File: config.mk
export PLATFORM = sky130hd
export DESIGN_NAME = grf_writeback
export DESIGN_NICKNAME = d
export VERILOG_FILES = /design/src/rtl/grf_writeback_pkg.sv /design/src/rtl/grf_bypass_read.sv /design/src/rtl/grf_writeback.sv
export SDC_FILE = /design/constraint.sdc
export NUM_CORES = 2
export LEC_CHECK = 0
export CORE_UTILIZATION = 40
export DETAILED_ROUTE_END_ITERATION = 10
export PLACE_DENSITY = 0.53
export SKIP_CTS_REPAIR_TIMING = 1
export SYNTH_ARGS = -nofsm -noshare
export SYNTH_HDL_FRONTEND = slang
export SYNTH_SLANG_ARGS = --single-unit
File: constraint.sdc
create_clock -name clk -period 8.81 [get_ports clk]
set_clock_uncertainty 0.05 [all_clocks]
set_input_delay 2.643 -clock clk [delete_from_list [all_inputs] [get_ports clk]]
set_output_delay 2.643 -clock clk [all_outputs]
set_load 0.005 [all_outputs]
File: src/rtl/grf_writeback_pkg.sv
// grf_writeback_pkg
//   Shared constants for the general register file and its neighbours
//   (the write-address select uses GRF_RA_REG as its link destination).
//   No ports; imported with `import grf_writeback_pkg::*;`.
package grf_writeback_pkg;

  // Register index that always reads as zero and is never written.
  localparam logic [4:0]  GRF_ZERO_REG  = 5'd0;
  // Link register: destination of jal / jalr PC+8 writes.
  localparam logic [4:0]  GRF_RA_REG    = 5'd31;
  // The link register is the highest architectural index, so the file size
  // follows from it.
  localparam int          GRF_NUM_REGS  = int'(GRF_RA_REG) + 1;
  // Value every writable register takes on reset.
  localparam logic [31:0] GRF_RESET_VAL = 32'h0000_0000;

endpackage : grf_writeback_pkg

File: src/rtl/grf_bypass_read.sv
// grf_bypass_read
//   One combinational read port of the register file. Priority:
//   index 0 reads zero, then a same-cycle committed write to the same index
//   is forwarded, otherwise the stored value is returned.
// Ports:
//   raddr      in   read index
//   waddr      in   write index currently presented by write-back
//   wr_en      in   qualified write strobe (we && waddr != 0, X-safe)
//   wdata      in   write data currently presented by write-back
//   store_data in   storage contents at raddr
//   rdata      out  read result
module grf_bypass_read
  import grf_writeback_pkg::*;
#(
  parameter int DATA_W = 32,
  parameter int ADDR_W = 5
) (
  input  logic [ADDR_W-1:0] raddr,
  input  logic [ADDR_W-1:0] waddr,
  input  logic              wr_en,
  input  logic [DATA_W-1:0] wdata,
  input  logic [DATA_W-1:0] store_data,
  output logic [DATA_W-1:0] rdata
);

  always_comb begin
    rdata = store_data;
    if (raddr == ADDR_W'(GRF_ZERO_REG)) begin
      rdata = '0;
    end else if (wr_en && (waddr == raddr)) begin
      // Write-back and decode share this cycle: forward the new value.
      rdata = wdata;
    end
  end

endmodule : grf_bypass_read

File: src/rtl/grf_writeback.sv
// grf_writeback
//   General register file for the 5-stage MIPS pipeline. 31 writable
//   registers plus a hardwired-zero $0, two combinational read ports with
//   write-to-read bypass, and a registered write-trace record.
// Ports:
//   clk          in   rising-edge clock
//   reset        in   synchronous active-high reset
//   we           in   write enable from write-back
//   waddr        in   write register index
//   wdata        in   write data
//   wpc          in   PC of the writing instruction (trace only)
//   raddr1/2     in   read indices (rs / rt)
//   rdata1/2     out  read data
//   trace_valid  out  pulse: a committed write occurred in the previous cycle
//   trace_pc     out  PC of the traced write
//   trace_addr   out  register index of the traced write
//   trace_data   out  data of the traced write
module grf_writeback
  import grf_writeback_pkg::*;
#(
  parameter int                DATA_W    = 32,
  parameter int                ADDR_W    = $clog2(GRF_NUM_REGS),
  parameter logic [DATA_W-1:0] RESET_VAL = DATA_W'(GRF_RESET_VAL)
) (
  input  logic              clk,
  input  logic              reset,
  input  logic              we,
  input  logic [ADDR_W-1:0] waddr,
  input  logic [DATA_W-1:0] wdata,
  input  logic [31:0]       wpc,
  input  logic [ADDR_W-1:0] raddr1,
  input  logic [ADDR_W-1:0] raddr2,
  output logic [DATA_W-1:0] rdata1,
  output logic [DATA_W-1:0] rdata2,
  output logic              trace_valid,
  output logic [31:0]       trace_pc,
  output logic [ADDR_W-1:0] trace_addr,
  output logic [DATA_W-1:0] trace_data
);

  localparam int NREG = 2 ** ADDR_W;

  logic [DATA_W-1:0] regs_q [NREG];
  logic [DATA_W-1:0] regs_d [NREG];

  logic              wr_en;
  logic              trace_valid_q, trace_valid_d;
  logic [31:0]       trace_pc_q,    trace_pc_d;
  logic [ADDR_W-1:0] trace_addr_q,  trace_addr_d;
  logic [DATA_W-1:0] trace_data_q,  trace_data_d;

  // Qualified write strobe. Written as an if so that an unknown waddr (or we)
  // falls through to "no write" in simulation instead of corrupting state.
  always_comb begin
    wr_en = 1'b0;
    if (we && (waddr != ADDR_W'(GRF_ZERO_REG))) begin
      wr_en = 1'b1;
    end
  end

  // Next storage state. Entry 0 is pinned to zero so it folds away.
  always_comb begin
    regs_d = regs_q;
    if (wr_en) begin
      regs_d[waddr] = wdata;
    end
    regs_d[0] = '0;
  end

  // Trace record: capture on a committed write, otherwise hold the fields.
  always_comb begin
    trace_valid_d = 1'b0;
    trace_pc_d    = trace_pc_q;
    trace_addr_d  = trace_addr_q;
    trace_data_d  = trace_data_q;
    if (wr_en) begin
      trace_valid_d = 1'b1;
      trace_pc_d    = wpc;
      trace_addr_d  = waddr;
      trace_data_d  = wdata;
    end
  end

  always_ff @(posedge clk) begin
    if (reset) begin
      regs_q[0] <= '0;
      for (int i = 1; i < NREG; i++) begin
        regs_q[i] <= RESET_VAL;
      end
      trace_valid_q <= 1'b0;
      trace_pc_q    <= '0;
      trace_addr_q  <= '0;
      trace_data_q  <= '0;
    end else begin
      regs_q        <= regs_d;
      trace_valid_q <= trace_valid_d;
      trace_pc_q    <= trace_pc_d;
      trace_addr_q  <= trace_addr_d;
      trace_data_q  <= trace_data_d;
    end
  end

  // Two identical read ports.
  logic [ADDR_W-1:0] raddr_arr [2];
  logic [DATA_W-1:0] rdata_arr [2];

  assign raddr_arr[0] = raddr1;
  assign raddr_arr[1] = raddr2;

  generate
    for (genvar gi = 0; gi < 2; gi++) begin : g_rd_port
      grf_bypass_read #(
        .DATA_W (DATA_W),
        .ADDR_W (ADDR_W)
      ) u_rd (
        .raddr      (raddr_arr[gi]),
        .waddr      (waddr),
        .wr_en      (wr_en),
        .wdata      (wdata),
        .store_data (regs_q[raddr_arr[gi]]),
        .rdata      (rdata_arr[gi])
      );
    end
  endgenerate

  assign rdata1      = rdata_arr[0];
  assign rdata2      = rdata_arr[1];
  assign trace_valid = trace_valid_q;
  assign trace_pc    = trace_pc_q;
  assign trace_addr  = trace_addr_q;
  assign trace_data  = trace_data_q;

endmodule : grf_writeback

-- Word-level counts from Yosys, hierarchy flattened
Cells that the tools add are included.
W data, S select, Z words.
- bits in registers: 1094
- input port bits: 82
- output and inout port bits: 134
- word-level logic and storage cells: 67
- order comparisons: 4
- eq/ne operators: 2
- multiplexer cells: 15
- bitwise gates (word level): 3
- reduce and logical (&&, ||, !) cells: 7
- operator list (kind ; count):
    $bwmux W1024 ; 1
    $bmux W32 S5 ; 2
    $mux W32 ; 9
    $demux W32 S5 ; 1
    $ge A6 B6 Y1 const B ; 3
    $not A5 Y6 ; 3
    $eq A5 B5 Y1 ; 2
    $logic_not A5 Y1 ; 2
    $lt A6 B1 Y1 const B ; 1
    $reduce_bool A5 Y1 ; 1
    $logic_and A1 B1 Y1 ; 4
    $mux W1 ; 2

-- Logic depth before layout (Yosys ltp)
- depth in word-level cells: 6
- gate-level depth with buffers: 10
- gate-level depth less buffers: 5

-- Cells and area by module
From an unflattened synthesis, not the netlist that was laid out.
- cell total of the unflattened synthesis: 7127
- area, all modules: 55378.1 µm²
- by module, submodules not included (module ; instances ; cells each ; area each (µm²) ; sequential area each (µm²)):
    grf_writeback ; 1 ; 6881 ; 54086.9 ; 21260.4
    grf_bypass_read ; 2 ; 123 ; 645.6 ; 0.0

-- Least setup slack after synthesis
No wires, ideal clock.
- path type: input to output
- start: input port raddr1[0]
- end: output port rdata1[29]
- arrival: 4.329 ns
- required time: 6.117 ns
- slack: 1.788 ns
- stages on the path: 7
- path buffers: 3
- cells stage by stage: buf_2 buf_2 buf_2 mux4_2 a22oi_1 nand3_1 a32o_1
- longest elaborated chain between the ends: 6
- elaborated cells between the ends (all ways): 9
- classes of those cells: 1 x eq/ne; 5 x mux; 1 x bitwise; 2 x reduce/logical
- ends and longest elaborated chain (item ; line ; source):
    from (decl) ; grf_writeback.sv:31 ; input logic [ADDR_W-1:0] raddr1,
    $not A5 Y6 (not written as such) ; grf_writeback.sv:120 ; .store_data (regs_q[raddr_arr[gi]]),
    $bmux W32 S5 ; grf_writeback.sv:120 ;
    $mux W32 (not written as such) (2 in a row) ; grf_writeback.sv:120 ;
    $mux W32 ; grf_bypass_read.sv:30 ; end else if (wr_en && (waddr == raddr)) begin
    $mux W32 (*) ; grf_bypass_read.sv:28 ; if (raddr == ADDR_W'(GRF_ZERO_REG)) begin
    to (decl) ; grf_writeback.sv:33 ; output logic [DATA_W-1:0] rdata1,
Mark *: on every way between the ends. The rest lies on a longest branch, timed or not. The select of a mux whose other input is x is not followed.

-- Worst setup path after layout
- start: input port waddr[0]
- end: output port rdata1[15]
- longest elaborated chain between the ends: 6
- elaborated cells between the ends (all ways): 7
- classes of those cells: 1 x eq/ne; 3 x mux; 3 x reduce/logical
- ends and longest elaborated chain (item ; line ; source):
    from (decl) ; grf_writeback.sv:28 ; input logic [ADDR_W-1:0] waddr,
    $reduce_bool A5 Y1 ; grf_writeback.sv:56 ; if (we && (waddr != ADDR_W'(GRF_ZERO_REG))) begin
    $logic_and A1 B1 Y1 ; grf_writeback.sv:56 ;
    $mux W1 ; grf_writeback.sv:56 ;
    $logic_and A1 B1 Y1 (*) ; grf_bypass_read.sv:30 ;
    $mux W32 (*) ; grf_bypass_read.sv:30 ;
    $mux W32 (*) ; grf_bypass_read.sv:28 ;
Mark *: on every way between the ends. The rest lies on a longest branch, timed or not.

==> results.json <==
{
  "cpMaxStageDelayCell": "o41ai_1",
  "die_w_um": 367,
  "cts_buffers": 117,
  "tritoncts": "built",
  "p_sw_share_pct": 26.4,
  "synthCells": 6338,
  "overflow": 0,
  "synthTopCellsByCount": "2243 x nand2_1, 1108 x a21oi_1, 1062 x dfxtp_1, 487 x clkbuf_1, 379 x mux4_2",
  "maxSlewHeadroom_pct": 15.9,
  "endpoint_kind": "output pin",
  "synth_edf_count": 0,
  "drv_cap": 0,
  "cp_max_fo": 8,
  "grt_pass1_wl_um": 345000,
  "synthesis.area_mm2": 0.0534,
  "dp_hpwl_um": 155000,
  "synth_async_sr_flop_share_pct": 0,
  "crit_top_cell": "clkdlybuf4s50_1",
  "root_buffer": "clkbuf_16",
  "pwr-share-comb_pct": 10.8,
  "track_usage_pct": 35.1,
  "path_buf_inv": 3,
  "drive_above_1_share_pct": 16.6,
  "start_util_pct": 40.4,
  "vias": 50981,
  "ys_ff_latch": 1062,
  "path_cells": "clkdlybuf4s50_1 -> nor2_1 -> a21boi_4 -> nand4_1 -> nand2_1 -> o41ai_1 -> buf_4 -> clkdlybuf4s50_1",
  "max_freq_mhz": 115,
  "hp-class": "reg -> reg",
  "rows": 133,
  "hold_path_depth": 2,
  "globalRouteMet1Util_pct": 47.2,
  "die_area_mm2": 0.135,
  "yosys.area.top_type": "dfxtp_1",
  "net-switching-power_uw": 3020,
  "max_stage_delay_ns": 0.84,
  "core_area_mm2": 0.132,
  "synth-seq-area-share_pct": 39.8,
  "power_density_mw_per_mm2": 185,
  "drtAntennaViolNets": 0,
  "grt_util_met2_pct": 52.1,
  "yosys.area.top_type_share_pct": 39.8,
  "drcViolationCount": 0,
  "min_period_ns": 8.70,
  "start_kind": "input pin",
  "p_seq_share_pct": 42.7,
  "max-vdd-ir-drop_mv": 0.159,
  "synthTopCellsByArea": "dfxtp_1 40%, mux4_2 16%, nand2_1 16%",
  "synth_cell_types": 53,
  "post-synth-top-count-cell": "nand2_1",
  "clk_latency_ns": 0.75,
  "power.share.clock_pct": 46.5,
  "cp.depth": 8,
  "status": "finished, final reports clean",
  "wirelength_um": 245000,
  "hold_viol_final": 0,
  "critical_path.top_delay_family": "buffers and inverters",
  "routed_via_density": 6.26,
  "crit_type": "in -> out",
  "use_met3_pct": 8.63,
  "clk_pin_slew_ns": 0.06,
  "fin_tns_setup_ns": 0,
  "grt.busiest_layer": "met2",
  "ios": 216,
  "power.leakage_uw": 0.0205,
  "area_growth_syn_to_layout_pct": 15.8,
  "ctsHtreeMaxLevel": 3,
  "fillerInstances": 12703,
  "fin_crit_sh_pct": 98.8,
  "final_net_count": 6375,
  "grt_antenna_before_repair": 15,
  "ys_warn_count": 0,
  "p_total_uw": 11400,
  "cts_sinks": 1062,
  "slew_viol_final": 0,
  "cts_buffer_depth": 3,
  "worstRegToRegCells": 2,
  "grt_max_degree": 198,
  "setup_viol": 0,
  "globalplace.congestion": 0.964,
  "syn-num-nets": 6420,
  "rsz0062_at_grt": "false",
  "wl_per_cell_um": 30.0,
  "synth_top_flop_cell": "dfxtp_1",
  "drt_iter0_markers": 7952,
  "avgSynthCellArea_um2": 8.42,
  "first_pass_iters": 6,
  "portBuffers": 215,
  "tightest_slew_ns": 1.26,
  "first_global_vias": 47015,
  "required_ns": 6.12,
  "holdWs_ns": 0.402,
  "die_h_um": 367,
  "p_int_uw": 8430,
  "crit_arrival_ns": 6.01
}
==> worst paths after layout <==
kind	from	endpoint	slack, ns
setup / recovery	waddr[0]	rdata1[15]	0.11
hold / removal	trace_pc[29]	trace_pc[29]	0.40
setup reg to reg	trace_addr[2]	trace_addr[2]	8.02
hold reg to reg	trace_pc[29]	trace_pc[29]	0.40
==> metrics by stage <==
step	cells	utilization (%)	worst slack, ns	area, um^2
after floorplan	6338	-	1.79	53400
after global placement	7929	43.7	0.301	57700
after detailed placement	7929	43.7	0.288	57700
after CTS	8148	46.8	0.269	61800
after global routing	8150	46.8	0.160	61800
final	8150	46.8	0.107	61800
==> layout make-up <==
type | count | area (um^2) | area share (%)
clock buffers | 174 | 3520 | 5.69
diodes | 2 | 5.00 | 0.00810
inverters | 1 | 3.75 | 0.00607
repair buffers | 503 | 4630 | 7.49
flip-flops and latches | 1062 | 21300 | 34.4
clock inverters | 45 | 612 | 0.990
well taps | 1755 | 2200 | 3.55
multi-input cells | 4608 | 29600 | 47.9
==> placed cells by master, fill, tap and decap left out, types with 29 or more instances in the layout <==
cell	n
nand2_1	2223
a21oi_1	1108
dfxtp_1	1062
mux4_2	379
buf_4	260
clkdlybuf4s50_1	195
mux2i_1	129
clkbuf_16	120
mux2_2	111
nor2_1	99
o22ai_1	58
a22oi_1	55
a221oi_1	36
a32o_1	32
nor2_4	31
clkbuf_8	31
o221ai_1	29
==> power by group through the flow <==
stage                     clock network (uW)  logic (uW)  registers, uW
after global routing                    5570        1260           4890
final                                   5330        1230           4890
after CTS                               5370        1200           4890
after global placement                     0        1190           4990
after floorplan                            0         616           4990
after detailed placement                   0        1190           4990
==> worst reg2reg max path: stages (launching register included) <==
cell     delay [ns]
dfxtp_1        0.36
a22oi_1        0.18
nor2_1         0.06
==> flip-flops by register name, summed over array words and instances (netlist names) <==
| name | flops |
|---|---|
| trace_pc | 32 |
| trace_data | 32 |
| trace_valid | 1 |
| trace_addr | 5 |
| regs_q | 992 |
==> metal layers <==
layer  wire length (um)  vias up  part of all wire, %
met4              13800        8                  5.6
met3              28700      619                   12
met5                 47        -                0.019
met1              96200    25092                   39
met2             106000     3320                   43
li1                   -    21942                    -
==> logic make-up (layout without fill, tap and decap cells) <==
kind of cell | after synthesis | count (layout) | share of synthesized area [%]
simple gates | 2524 | 2524 | 18.4
other cells | 0 | 2 | 0
flops | 1062 | 1062 | 39.8
xor+xnor | 10 | 10 | 0.164
buf+inv | 668 | 723 | 5.32
mux | 619 | 619 | 20.8
compound gates | 1455 | 1455 | 15.5
No activity file was read; power rests on OpenSTA's default activity.
